===== config.mk =====
export PLATFORM = sky130hd
export DESIGN_NAME = tph_rx_bridge
export DESIGN_NICKNAME = d
export VERILOG_FILES = /design/src/rtl/tph_pkg.sv /design/src/rtl/tph_sync.sv /design/src/rtl/tph_rx_bridge.sv
export SDC_FILE = /design/constraint.sdc
export NUM_CORES = 1
export LEC_CHECK = 0
export ABC_CLOCK_PERIOD_IN_PS = 2200
export CORE_MARGIN = 2
export CORE_UTILIZATION = 40
export CTS_BUF_LIST = sky130_fd_sc_hd__clkbuf_8
export DETAILED_ROUTE_END_ITERATION = 6
export PLACE_DENSITY = 0.61
export SETUP_SLACK_MARGIN = 0.1
export SLEW_MARGIN = 20
export SYNTH_ARGS = -nofsm -noshare
export SYNTH_HDL_FRONTEND = slang
export SYNTH_HIERARCHICAL = 1
export SYNTH_SLANG_ARGS = --single-unit

===== constraint.sdc =====
create_clock -name clk -period 2.2 [get_ports clk]
set_clock_uncertainty 0.2 [all_clocks]
set_input_delay 0.44 -clock clk [delete_from_list [all_inputs] [get_ports clk]]
set_output_delay 0.44 -clock clk [all_outputs]
set_load 0.02 [all_outputs]

===== src/rtl/tph_pkg.sv =====
// Shared types and defaults for the two-phase bundled-data receive bridge.
// The optional rx_count statistics port is enabled by defining TPH_RX_STATS_EN.
package tph_pkg;

    typedef logic phase_t;

    typedef enum logic {
        RX_IDLE  = 1'b0,
        RX_STALL = 1'b1
    } rx_state_t;

    localparam int TPH_WIDTH_DEF = 12;
    localparam int TPH_DEPTH_DEF = 4;
    localparam int TPH_SYNC_DEF  = 2;

    // A token is outstanding whenever the synchronised request phase differs from the last one served.
    function automatic logic tokenPending(input phase_t reqSync, input phase_t reqSeen);
        return reqSync ^ reqSeen;
    endfunction

endpackage


===== src/rtl/tph_sync.sv =====
// Reset-to-zero flop chain that brings the asynchronous request phase into the clk domain.
module tph_sync
    import tph_pkg::*;
#(
    parameter int SYNC_STAGES = TPH_SYNC_DEF
) (
    input  logic   clk,
    input  logic   reset,
    input  phase_t level,
    output phase_t synced
);

    logic [SYNC_STAGES-1:0] chain;

    always_ff @(posedge clk) begin
        if (reset) begin
            chain <= '0;
        end else begin
            chain <= {chain[SYNC_STAGES-2:0], level};
        end
    end

    assign synced = chain[SYNC_STAGES-1];

endmodule


===== src/rtl/tph_rx_bridge.sv =====
// Receiving end of the 2-phase req/ack bundled-data channel feeding a valid/ready FIFO.
// Define TPH_RX_STATS_EN to add the 16-bit rx_count captured-token counter.
module tph_rx_bridge
    import tph_pkg::*;
#(
    parameter int WIDTH       = TPH_WIDTH_DEF,
    parameter int DEPTH       = TPH_DEPTH_DEF,
    parameter int SYNC_STAGES = TPH_SYNC_DEF
) (
    input  logic                   clk,
    input  logic                   reset,
    input  logic                   req_in,
    input  logic [WIDTH-1:0]       data_in,
    output logic                   ack_out,
    output logic                   out_valid,
    input  logic                   out_ready,
    output logic [WIDTH-1:0]       out_data,
    output logic [$clog2(DEPTH):0] fifo_count
`ifdef TPH_RX_STATS_EN
    ,
    output logic [15:0]            rx_count
`endif
);

    localparam int PTR_W = $clog2(DEPTH);
    localparam int CNT_W = PTR_W + 1;

    phase_t           reqSync;
    phase_t           reqSeen;
    rx_state_t        state;
    logic             tok;
    logic             full;
    logic             capture;
    logic             pop;
    logic             stageValid;
    logic [WIDTH-1:0] stageData;
    logic [WIDTH-1:0] mem [DEPTH];
    logic [PTR_W-1:0] wrPtr;
    logic [PTR_W-1:0] rdPtr;
    logic [CNT_W-1:0] count;

    tph_sync #(
        .SYNC_STAGES(SYNC_STAGES)
    ) reqSyncInst (
        .clk   (clk),
        .reset (reset),
        .level (req_in),
        .synced(reqSync)
    );

    assign tok     = tokenPending(reqSync, reqSeen);
    assign full    = (count == CNT_W'(DEPTH));
    assign capture = tok && !full;
    assign pop     = out_valid && out_ready;

    // Captured words sit one clock in the staging register before entering the FIFO,
    // so the head becomes visible the cycle after the ack toggles.
    always_ff @(posedge clk) begin
        if (reset) begin
            state      <= RX_IDLE;
            reqSeen    <= 1'b0;
            ack_out    <= 1'b0;
            stageValid <= 1'b0;
            stageData  <= '0;
        end else begin
            stageValid <= capture;
            if (capture) begin
                stageData <= data_in;
                reqSeen   <= reqSync;
                ack_out   <= ~ack_out;
            end
            case (state)
                RX_IDLE: begin
                    if (tok && full) begin
                        state <= RX_STALL;
                    end
                end
                RX_STALL: begin
                    if (!full) begin
                        state <= RX_IDLE;
                    end
                end
                default: state <= RX_IDLE;
            endcase
        end
    end

    always_ff @(posedge clk) begin
        if (!reset && stageValid) begin
            mem[wrPtr] <= stageData;
        end
    end

    always_ff @(posedge clk) begin
        if (reset) begin
            wrPtr <= '0;
            rdPtr <= '0;
            count <= '0;
        end else begin
            if (stageValid) begin
                wrPtr <= wrPtr + PTR_W'(1);
            end
            if (pop) begin
                rdPtr <= rdPtr + PTR_W'(1);
            end
            case ({stageValid, pop})
                2'b10:   count <= count + CNT_W'(1);
                2'b01:   count <= count - CNT_W'(1);
                default: count <= count;
            endcase
        end
    end

    assign out_valid  = (count != '0);
    assign out_data   = out_valid ? mem[rdPtr] : '0;
    assign fifo_count = count;

`ifdef TPH_RX_STATS_EN
    always_ff @(posedge clk) begin
        if (reset) begin
            rx_count <= '0;
        end else if (capture) begin
            rx_count <= rx_count + 16'd1;
        end
    end
`endif

endmodule


== After elaboration in Yosys (flattened, before gate mapping) ==
Memories as Yosys holds them, arrays and structs flattened. A register that Yosys moved wholly into a read port is not among the register bits.
Cells that the tools add are included.
W data, S select, Z words.

* Multipliers: 0
* Bitwise operators: 2
* Equal/unequal tests: 3
* Add/subtract/negate cells: 4
* $lt $le $gt $ge: 0
* Shift-type cells: 0
* Div/mod/pow operators: 0
* Reduce and logical (&&, ||, !) cells: 7
* Mux-type cells: 6

{| class="wikitable"
|+ Operators by type and width
! cell !! count
|-
| $mux W12 || 1
|-
| $pmux W3 S2 || 1
|-
| $add A2 B1 Y2 const B || 2
|-
| $mux W2 || 2
|-
| $add A3 B1 Y3 const B || 1
|-
| $eq A3 B3 Y1 const B || 1
|-
| $logic_and A1 B1 Y1 || 3
|-
| $reduce_bool A3 Y1 || 1
|-
| $sub A3 B1 Y3 const B || 1
|-
| $eq A2 B1 Y1 const B || 1
|-
| $eq A2 B2 Y1 const B || 1
|-
| $logic_not A1 Y1 || 2
|-
| $mux W1 || 2
|-
| $reduce_bool A2 Y1 || 1
|-
| $not A1 Y1 || 1
|-
| $xor A1 B1 Y1 || 1
|}

* Logic and storage cells: 31
* Output and inout bits: 17
* Bits in latches: 0
* Bits of input ports: 16
* Memories kept: 1
* Register bits: 24
* Bits in read-only memories: 0
* Bits in writable memories: 48

{| class="wikitable"
|+ Memories
! name !! words !! width !! rd ports !! clocked after Yosys merged registers in !! wr ports !! line !! source
|-
| mem || 4 || 12 || 1 || 1 || 1 || tph_rx_bridge.sv:37 || <nowiki>logic [WIDTH-1:0] mem [DEPTH];</nowiki>
|}

== Logic depth before layout (Yosys ltp) ==
* Depth in word-level cells: 4
* Gate-level depth with buffers: 8
* Mapped depth without buffers: 8

== Cells and area by module ==
The synthesis kept the hierarchy.

{| class="wikitable"
|+ Modules (own cells, without submodules)
! module !! area an instance (µm²) !! seq. area each (µm²) !! cells each !! instances
|-
| tph_rx_bridge || 2937.8 || 1921.8 || 190 || 1
|-
| tph_sync || 52.6 || 40.0 || 4 || 1
|}

== Worst setup path after synthesis ==
No wires, ideal clock.

* Path kind: reg-to-reg
* From: register count[0] (netlist: fifo_count[0])
* To: register count[2] (netlist: fifo_count[2])
* Cell stages (with the launch flop): 9
* Slack: -0.118 ns
* Buffers on the path: 0
* Data required time: 1.930 ns
* Data arrival time: 2.048 ns
* Clock period less this slack: 2.318 ns
* Library setup time: 0.070 ns
* Cell sequence: dfxtp_1 -> o31ai_1 -> inv_1 -> ha_1 -> inv_1 -> fa_1 -> xor2_1 -> or3_2 -> a21oi_1

* Cells in the longest elaborated chain, start to end: 4
* Elaborated cells on any way between the ends: 8
* Those cells by class: 2 x add/sub; 2 x eq/ne; 1 x mux; 3 x reduce/logical

{| class="wikitable"
|+ Ends and longest elaborated chain
! what !! line !! source
|-
| start, declared || tph_rx_bridge.sv:40 || <nowiki>logic [CNT_W-1:0] count;</nowiki>
|-
| start signal, assigned || tph_rx_bridge.sv:107 || <nowiki>2'b10: count <= count + CNT_W'(1);</nowiki>
|-
| start signal, assigned || tph_rx_bridge.sv:108 || <nowiki>2'b01: count <= count - CNT_W'(1);</nowiki>
|-
| start signal, assigned || tph_rx_bridge.sv:109 || <nowiki>default: count <= count;</nowiki>
|-
| $reduce_bool A3 Y1 * || tph_rx_bridge.sv:114 || <nowiki>assign out_valid = (count != '0);</nowiki>
|-
| $logic_and A1 B1 Y1 * || tph_rx_bridge.sv:54 || <nowiki>assign pop = out_valid && out_ready;</nowiki>
|-
| net pop || tph_rx_bridge.sv:34 || <nowiki>logic pop;</nowiki>
|-
| $eq A2 B1 Y1 / $eq A2 B2 Y1 (equally long branches) || tph_rx_bridge.sv:106 || <nowiki>case ({stageValid, pop})</nowiki>
|-
| $pmux W3 S2 / $reduce_bool A2 Y1 (equally long branches) || - ||
|}

Mark *: on every way through the listed nets, which the timed path passes. The rest lies on a longest branch.
A chain may end at the register's enable or synchronous reset.

==> results.toml <==
[outcome]
status = "finished, violations left"
violations = "negative setup slack"

[pwr]
clkPwrFrac_pct = 25.3
p_leak_nw = 1.43
seqPwrFrac_pct = 46.3
netSwitchingFraction_pct = 28.0
p_int_mw = 2.48
comb_power_share_pct = 28.4
ir_drop_mv = 0.481
switching_power_uw = 963
powerDensity_nw_per_um2 = 868

[placement]
gp_congestion = 0.680
portBuffers = 32
hpwl_mm = 3.21
place_inst = 330

[die]
ios = 33
die_w_um = 90.5
start_util_pct = 41.2
core_area_sq_um = 7250
die_h_um = 90.5
dieArea_sq_um = 8180
placementRows = 31

[worst_setup_path]
critPathMaxFanout = 6
crit_slowest_cell = "mux4_2"
end_kind = "output port"
cp_data_required_time_ns = 1.56
crit_buf_inv = 3
startpoint_type = "flip-flop"
criticalPathCategory = "flip-flop to output port"
cp.arrival_ns = 1.71
cp_top_family = "multiplexers"
max_stage_delay_ns = 0.48
path_cells = "buf_12 > buf_16 > mux4_2 > nor2b_1 > buf_2"

[routing]
final_antenna_net_count = 0
dr_wl_met3_um = 177
drt_iter0_markers = 65
wl_met1_mm = 2.24
via_per_inst = 4.72
wire_per_inst_um = 15.1
vias = 1670
drc_errors = 0
wl_met2_mm = 2.83
drt-total-wl_mm = 5.35
top_layer_used = "met4"
first_pass_iters = 4

[synthesis]
syn_area_per_cell_sq_um = 15.4
ys_dominant_reg_cell = "edfxtp_1"
synth_cell_types = 27
seq_area_frac_synth_pct = 65.6
synth-edff-count = 48
synthesis.area_sq_um = 2990
ys_seq_elements = 74
syn_inst = 194
ys_warn_count = 6
synth_nets = 216
synthArstFlopShare_pct = 0
yosysTopAreaCellShare_pct = 48.2
synth_area_leaders = "edfxtp_1 (48%), dfxtp_1 (17%), mux4_2 (9.0%)"
yosysTopAreaCell = "edfxtp_1"

[timing]
setup_ws_ns = -0.154
tns_ns = -1.16
final.period_utilization_pct = 107
relSlewSlack_pct = 78.4
min_period_ns = 2.35
hold_viol_final = 0
rsz0062_at_grt = "yes"
drv_slew = 0
max_freq_mhz = 425
worst_slew_pin_slew_ns = 0.322
setup_viol = 12

[global_routing]
grt_usage_pct = 14.5
antenna_found_initial = 0
grt_max_degree = 39
grt_first_pass_wirelength_mm = 8.72
grt_overflow = 0
grt_pass1_vias = 1793

[cts]
cts_buffers = 9
root_buffer = "clkbuf_8"
cts_tree = "done"
cts_max_level = 3
clk-insertion-delay-late_ns = 0.34
holdBufCountCts = 0
clk_pin_slew_ns = 0.07
clockBufferDepth = 2
clock-sinks = 74

[cells_and_area]
layout_commonest_cell = "edfxtp_1"
drive_above_1_share_pct = 32.2
area_growth_pct = 32.6
diodes = 0
fillCellCount = 625
most-common-layout-cells = "edfxtp_1 (48), nand2b_1 (24), dfxtp_1 (22), clkdlybuf4s50_1 (17), mux2i_1 (14)"
stdcell_count = 354
layout.nets = 272

[worst_hold_path]
hold_class = "flip-flop to flip-flop"

[flow_run]
maxCapViolCount = 0
-- flip-flops by register name, indices dropped and copies added, names as in the netlist, named ones only --
signal,cells
ack_out,1
rdPtr,2
mem,48
wrPtr,2
stageData,12
stageValid,1
reqSeen,1
fifo_count,3
reqSyncInst/chain,2
-- per-stage QoR --
stage	instance area, sq um	utilization [%]	worst slack, ns	total power [mW]	hold WS, ns
after floorplan	3000	-	0.114	2.02	0.214
after global placement	3600	49.6	-0.392	2.34	0.221
after detailed placement	3600	49.6	-0.447	2.34	0.239
after CTS	3810	52.5	-0.181	3.33	0.254
after global routing	3970	54.7	-0.220	3.62	0.264
final	3970	54.7	-0.154	3.44	0.251
-- synthesized netlist by cell type, types with 2 or more instances --
master,n
mux4_2,12
buf_6,2
nand2b_1,24
buf_2,3
edfxtp_1,48
o21ai_0,2
a21oi_1,3
and2_1,4
ha_1,5
mux2i_1,14
nor2_1,10
nor2b_1,15
xnor2_1,2
inv_1,8
xor2_1,3
dfxtp_1,26
clkbuf_1,3
-- final timing paths --
check	endpoint	depth (start not counted)	slack, ns	from
worst max-delay path	out_data[1]	5	-0.15	flip-flop
worst min-delay path	reqSyncInst/chain[1]	1	0.25	reqSyncInst/chain[0]
worst max register to register	fifo_count[2]	8	0.16	fifo_count[1]
worst min register to register	reqSyncInst/chain[1]	1	0.25	reqSyncInst/chain[0]
-- cell families (layout without fill, tap and decap cells) --
logic type	Yosys count	in the layout	synth area share, %
xor+xnor	5	5	1.46
simple gates	60	60	12.3
buf+inv	16	77	2.64
fa+ha+maj	6	6	2.76
mux	27	27	14.1
flops	74	74	65.6
compound gates	6	6	1.09
-- layer usage --
| metal | vias up | track usage (%) |
|---|---|---|
| met1 | 832 | 16.3 |
| met3 | 11 | 4.09 |
| met4 | 0 | 8.97 |
| met5 | - | 0 |
| met2 | 29 | 24.2 |
| li1 | 798 | - |
-- timing repair --
item,CTS,global route
pin swaps,0,1
endpoints found under the hold margin,0,0
setup buffers,6,1
setup endpoints to repair,14,14
cloned,1,0
gates resized for setup,57,42
-- layout make-up --
| type | instances | area, sq um | area share [%] |
|---|---|---|---|
| Clock buffer | 9 | 124 | 3.12 |
| Clock inverter | 7 | 37.5 | 0.946 |
| Inverter | 8 | 30.0 | 0.757 |
| Multi-Input combinational cell | 104 | 1050 | 26.5 |
| Sequential cell | 74 | 1980 | 49.8 |
| Tap cell | 99 | 124 | 3.12 |
| Timing Repair Buffer | 53 | 624 | 15.7 |
-- power groups by stage --
stage / Combinational, mW / Sequential, mW / Clock (mW)
after floorplan: 0.393 / 1.63 / 0
after global placement: 0.717 / 1.62 / 0
after detailed placement: 0.722 / 1.62 / 0
after CTS: 0.833 / 1.59 / 0.906
after global routing: 1.05 / 1.60 / 0.963
final: 0.980 / 1.59 / 0.870
No activity file was read; power rests on OpenSTA's default activity.
